`config.mk`:
```
export PLATFORM = sky130hd
export DESIGN_NAME = buffer_reader
export DESIGN_NICKNAME = d
export VERILOG_FILES = /design/src/rtl/buffer_reader.sv
export SDC_FILE = /design/constraint.sdc
export NUM_CORES = 1
export LEC_CHECK = 0
export CORE_MARGIN = 4
export CORE_UTILIZATION = 48
export DETAILED_ROUTE_END_ITERATION = 16
export GPL_TIMING_DRIVEN = 0
export PLACE_DENSITY = 0.9
export SLEW_MARGIN = 25
export SYNTH_ARGS = -nofsm -noshare
export SYNTH_HDL_FRONTEND = slang
export SYNTH_SLANG_ARGS = --single-unit
```
`constraint.sdc`:
```
create_clock -name SYS_aclk -period 6.4 [get_ports SYS_aclk]
set_clock_uncertainty 0.15 [all_clocks]
set_input_delay 1.28 -clock SYS_aclk [delete_from_list [all_inputs] [get_ports SYS_aclk]]
set_output_delay 1.28 -clock SYS_aclk [all_outputs]
set_load 0.01 [all_outputs]
```
`src/rtl/buffer_reader.sv`:
```
// Fetches one 2^len_log-word frame from DDR in INCR bursts of up to 2^MAX_BURST_LOG beats after a
// sync-manager buffer request, and passes the R channel straight through onto AXI4-Stream.
module buffer_reader #(
   parameter int MM_ADDR_WIDTH = 32,
   parameter int DATA_WIDTH    = 32,
   parameter int MAX_BURST_LOG = 4
) (
   input  logic                     SYS_aclk,
   input  logic                     SYS_areset,
   input  logic                     BR_trigger,
   input  logic                     BR_continuous,
   output logic                     BR_busy,
   output logic                     BR_done,
   output logic                     BR_error,
   output logic [31:0]              BR_frame_count,
   output logic                     SM_request,
   input  logic [4:0]               SM_log_length,
   input  logic [MM_ADDR_WIDTH-1:0] SM_read_buffer,
   output logic [MM_ADDR_WIDTH-1:0] M_AXI_araddr,
   output logic [7:0]               M_AXI_arlen,
   output logic [2:0]               M_AXI_arsize,
   output logic [1:0]               M_AXI_arburst,
   output logic                     M_AXI_arvalid,
   input  logic                     M_AXI_arready,
   input  logic [DATA_WIDTH-1:0]    M_AXI_rdata,
   input  logic [1:0]               M_AXI_rresp,
   input  logic                     M_AXI_rlast,
   input  logic                     M_AXI_rvalid,
   output logic                     M_AXI_rready,
   output logic [DATA_WIDTH-1:0]    M_AXIS_tdata,
   output logic                     M_AXIS_tvalid,
   input  logic                     M_AXIS_tready,
   output logic                     M_AXIS_tlast
);
   localparam int BYTE_LOG = $clog2(DATA_WIDTH / 8);

   typedef enum logic [2:0] {S_IDLE, S_REQUEST, S_LATCH, S_ADDR, S_DATA} state_t;

   state_t                   state_q, state_d;
   logic [4:0]               len_log_q, len_log_d;
   logic [MM_ADDR_WIDTH-1:0] base_q, base_d;
   logic [22:0]              beat_q, beat_d;
   logic [22:0]              burst_idx_q, burst_idx_d;
   logic                     err_q, err_d;
   logic [31:0]              frame_cnt_q, frame_cnt_d;

   logic [4:0]               blen_log;
   logic [22:0]              blen_m1;
   logic [22:0]              frame_m1;
   logic [MM_ADDR_WIDTH-1:0] burst_off;
   logic                     burst_end;
   logic                     frame_end;

   // Bursts never exceed the frame, so short frames become a single burst.
   always_comb begin
      blen_log  = (len_log_q > 5'(MAX_BURST_LOG)) ? 5'(MAX_BURST_LOG) : len_log_q;
      blen_m1   = (23'd1 << blen_log) - 23'd1;
      frame_m1  = (23'd1 << len_log_q) - 23'd1;
      burst_off = MM_ADDR_WIDTH'(burst_idx_q) << (blen_log + 5'(BYTE_LOG));
      burst_end = (beat_q & blen_m1) == blen_m1;
      frame_end = beat_q == frame_m1;
   end

   assign M_AXI_arlen    = 8'(blen_m1);
   assign M_AXI_arsize   = 3'(BYTE_LOG);
   assign M_AXI_arburst  = 2'b01;
   assign BR_busy        = state_q != S_IDLE;
   assign BR_error       = err_q;
   assign BR_frame_count = frame_cnt_q;

   always_comb begin
      state_d       = state_q;
      len_log_d     = len_log_q;
      base_d        = base_q;
      beat_d        = beat_q;
      burst_idx_d   = burst_idx_q;
      err_d         = err_q;
      frame_cnt_d   = frame_cnt_q;
      SM_request    = 1'b0;
      M_AXI_arvalid = 1'b0;
      M_AXI_araddr  = '0;
      M_AXI_rready  = 1'b0;
      M_AXIS_tvalid = 1'b0;
      M_AXIS_tdata  = '0;
      M_AXIS_tlast  = 1'b0;
      BR_done       = 1'b0;
      unique case (state_q)
         S_IDLE: begin
            if (BR_trigger || BR_continuous) begin
               state_d     = S_REQUEST;
               len_log_d   = SM_log_length;
               err_d       = 1'b0;
               beat_d      = '0;
               burst_idx_d = '0;
            end
         end
         S_REQUEST: begin
            SM_request = 1'b1;
            state_d    = S_LATCH;
         end
         // Holding the request high keeps the sync manager locked, so only one swap per frame.
         S_LATCH: begin
            SM_request = 1'b1;
            base_d     = SM_read_buffer;
            state_d    = S_ADDR;
         end
         S_ADDR: begin
            M_AXI_arvalid = 1'b1;
            M_AXI_araddr  = base_q + burst_off;
            if (M_AXI_arready) begin
               state_d = S_DATA;
            end
         end
         S_DATA: begin
            M_AXIS_tvalid = M_AXI_rvalid;
            M_AXIS_tdata  = M_AXI_rdata;
            M_AXIS_tlast  = frame_end && M_AXI_rvalid;
            M_AXI_rready  = M_AXIS_tready;
            if (M_AXI_rvalid && M_AXIS_tready) begin
               beat_d = beat_q + 23'd1;
               if ((M_AXI_rresp != 2'b00) || (M_AXI_rlast != burst_end)) begin
                  err_d = 1'b1;
               end
               // Burst boundaries come from the beat count; rlast is only cross-checked.
               if (burst_end) begin
                  if (frame_end) begin
                     BR_done     = 1'b1;
                     frame_cnt_d = frame_cnt_q + 32'd1;
                     state_d     = S_IDLE;
                  end else begin
                     burst_idx_d = burst_idx_q + 23'd1;
                     state_d     = S_ADDR;
                  end
               end
            end
         end
         default: state_d = S_IDLE;
      endcase
   end

   always_ff @(posedge SYS_aclk) begin
      if (SYS_areset) begin
         state_q     <= S_IDLE;
         len_log_q   <= '0;
         base_q      <= '0;
         beat_q      <= '0;
         burst_idx_q <= '0;
         err_q       <= 1'b0;
         frame_cnt_q <= '0;
      end else begin
         state_q     <= state_d;
         len_log_q   <= len_log_d;
         base_q      <= base_d;
         beat_q      <= beat_d;
         burst_idx_q <= burst_idx_d;
         err_q       <= err_d;
         frame_cnt_q <= frame_cnt_d;
      end
   end
endmodule

```
==> metrics.txt <==
outcome=complete, but fails checks; failing checks=negative setup slack; Worst Path Arrival=5.00 ns; CP Capture Type=output pin; Vias per Instance=6.18; simple-gate portion of the synthesized area=31.2%; min-delay src=base_q[20]; Required @ worst endpoint=4.97 ns; worst hold-check path type=reg -> reg; # fillers=1,530; buffers and inverters on the worst path=5; most frequent cells in the layout=clkdlybuf4s50_1, nand2_1, nor2_1; Placer Congestion=0.954; Max Slew Vio Count=0; Net count, final=1,649; total of max-cap violations=0; final hold violation count=0; final WL=34.4 mm; post-route ant nets=0; DR DRC count=0; Via Count=11,200; Fmax achieved=156 MHz; Distinct cells, synth=85; Largest stage delay, worst path=0.60 ns; CP Class=reg -> out; post-synthesis sequential area ratio=24.7%; I/O Pins=196; top cell family by delay on the critical path=compound AO/OA/AOI/OAI gates; GRT Total Usage=28.4%; R2R setup slack=1.73 ns; global-route wire length before repair=52.3 mm; FF-to-FF path depth=16; layout cell share with drive strength beyond 1=13.8%; flops & latches, synth=119; initial antenna violation count=0; vias in the first global route=10,400; CTS max path bufs=2; Synth Area in Compound Gates=18.2%; Detailed Routing Iterations Pass 1=5; Hold Crit Depth=2; Starting DRT DRC Count=1,353; core area=19,600 um^2; min Tclk post-route=6.43 ns; Leak Pwr=5.11 nW; pin count of the biggest net entering global routing=18; # diodes=0; CTS Buf Count=17; Syn Std Cell Area=9640 um^2; die area=22,400 um^2; input/output buffers=188; Worst Hold End=base_q[20]; cell count after synthesis=1,294; clock-pin slew of the registers on the worst-case setup and hold paths=0.06 ns; Hold WS=0.312 ns; Synth Area in XOR/XNOR=4.26%; H-tree depth=4; Main synth FF type=dfxtp_1; measured slew at the worst slew-check pin=0.673 ns; Area Overhead vs Synth=35.3%; worst vdd ir=0.221 mV; Slew headroom=55.2%; WL/cell=19.0 um; Period Utilization, post-route=100%; Skew-Pair Late Insertion Delay=0.44 ns; CP max-delay cell=or4b_4; crit-path most repeated cell=mux2i_1; critical path fanouts, max=9; Mean Syn Cell Area=7.45 um^2; Die Ht=150 um; YS warnings=0; largest family of logic cells by synthesized area=simple AND/OR/NAND/NOR gates; area leader, netlist=dfxtp_1; reg-to-reg endpoint=BR_frame_count[29]; Setup WS post-layout=-0.0302 ns; Clock Tree Root=clkbuf_16; endpoints failing setup=2; Pwr Density=217 nW/um^2; width of the die=150 um; crit-path cells=or4b_4 > inv_4 > clkbuf_8 > buf_4 > a21oi_2 > mux2i_1 > mux2i_1 > mux2i_1 > ha_2 > and3_1 > and3_1 > a22o_1 > a2111oi_4 > o21ai_1 > a31oi_2 > buf_4 > a21oi_1 > o21ai_1 > buf_2; DPL Wire Length=24.0 mm; mux cell area share after synthesis=10.3%; startpoint types=flop; most common cell after layout, fill and taps aside=clkdlybuf4s50_1; reg2reg start=len_log_q[4]; Adder-Cell Fraction of Synth Area=5.01%; ys async rst share=0%; CTS tree=built; top-area cell type share of the netlist area=24.7%; Initial Util=49.2%; setup TNS=-0.0519 ns; grt ovf=0; EDFF count, synth=0; row cnt=51; CTS sink count=119; top cells by area, synth=dfxtp_1, mux2i_1, nand2_1
==> registers in the layout, indices dropped and copies added (netlist names) <==
name and flops:
BR_frame_count 32, base_q 32, beat_q 23, burst_idx_q 23
len_log_q 5, state_q 3, BR_error 1
==> metrics by stage <==
| step | worst slack [ns] | power [mW] | cell area (um^2) | cells | utilization, % |
|---|---|---|---|---|---|
| finish | -0.0302 | 2.83 | 13000 | 1810 | 66.6 |
| global route | -0.132 | 2.93 | 13000 | 1810 | 66.6 |
| CTS | 0.00237 | 2.72 | 12700 | 1791 | 64.9 |
| detailed placement | -1.30 | 1.71 | 11900 | 1752 | 60.6 |
| global placement | -1.13 | 1.69 | 11900 | 1752 | 60.6 |
| floorplan | 0.0604 | 1.42 | 9660 | 1299 | - |
==> worst max-delay path by stage <==
stage                 startpoint               end  slack (ns)  depth (start not counted)
global route        len_log_q[2]  M_AXI_araddr[31]       -0.13                         18
CTS                 len_log_q[2]  M_AXI_araddr[30]       0.002                         20
finish              len_log_q[2]  M_AXI_araddr[30]       -0.03                         19
floorplan           len_log_q[2]  M_AXI_araddr[30]        0.06                         19
detailed placement  len_log_q[2]  M_AXI_araddr[30]       -1.30                         20
global placement    len_log_q[2]  M_AXI_araddr[30]       -1.13                         20
==> cells in the mapped netlist (13+ instances only) <==
library cell and number:
dfxtp_1 119, ha_1 37, buf_2 21, o31ai_1 13
mux2i_1 68, o21ai_0 50, nand3_1 53, xor2_1 27
or3_1 15, nor2b_1 35, inv_1 40, or4_1 19
nor4_1 16, a21o_1 16, mux2_2 15, and3_1 53
nand4_1 19, clkbuf_1 51, nor2_1 133, nand2_1 147
xnor2_1 18, nor3_1 41, a21oi_1 94
==> metal layers <==
layer  global-route usage (%)  vias to the layer above  share of wire [%]
met4                     10.6                        0                3.1
met2                     46.3                      748                 47
met3                     5.69                      119                 10
met1                     37.3                     5181                 40
met5                        0                        -                  0
li1                         -                     5131                  -
==> cells by family after synthesis <==
group | count (synthesis)
simple gates | 588
fa+ha+maj | 38
buf+inv | 134
compound gates | 273
xor+xnor | 46
other cells | 2
flops | 119
mux | 94
==> worst reg2reg max path, stage by stage (launching register included) <==
cell	delay (ns)
dfxtp_2	0.36
buf_2	0.21
or4b_4	0.60
clkbuf_4	0.23
nor2_1	0.28
inv_1	0.08
ha_1	0.29
xnor2_1	0.16
a31o_2	0.26
a2111oi_4	0.26
o2111ai_1	0.26
nor3_1	0.37
nand3b_4	0.12
buf_6	0.16
buf_6	0.15
nor3_1	0.27
mux2_1	0.34
==> final cells by class <==
class / instances / area, um^2 / area share [%]
plain buffers: 87 / 505 / 3.88
inverters: 41 / 156 / 1.20
clock buffers: 19 / 453 / 3.47
flip-flops and latches: 119 / 2390 / 18.3
well taps: 265 / 332 / 2.54
multi-input cells: 1046 / 6970 / 53.5
repair buffers: 220 / 2090 / 16.0
clock inverters: 13 / 145 / 1.11
==> report_power, final <==
group	switching (mW)	internal (mW)	leakage, nW
Sequential	0.0347	0.776	0.964
Clock	0.399	0.597	0.286
Combinational	0.591	0.435	3.86
Total	1.02	1.81	5.11
==> repair_timing <==
action	CTS	global route
gates resized for setup	91	50
endpoints found under the setup margin	28	23
hold buffers	0	0
buffers inserted	10	22
pin swaps	17	22
Note: power is estimated with default switching activity, not from simulation.
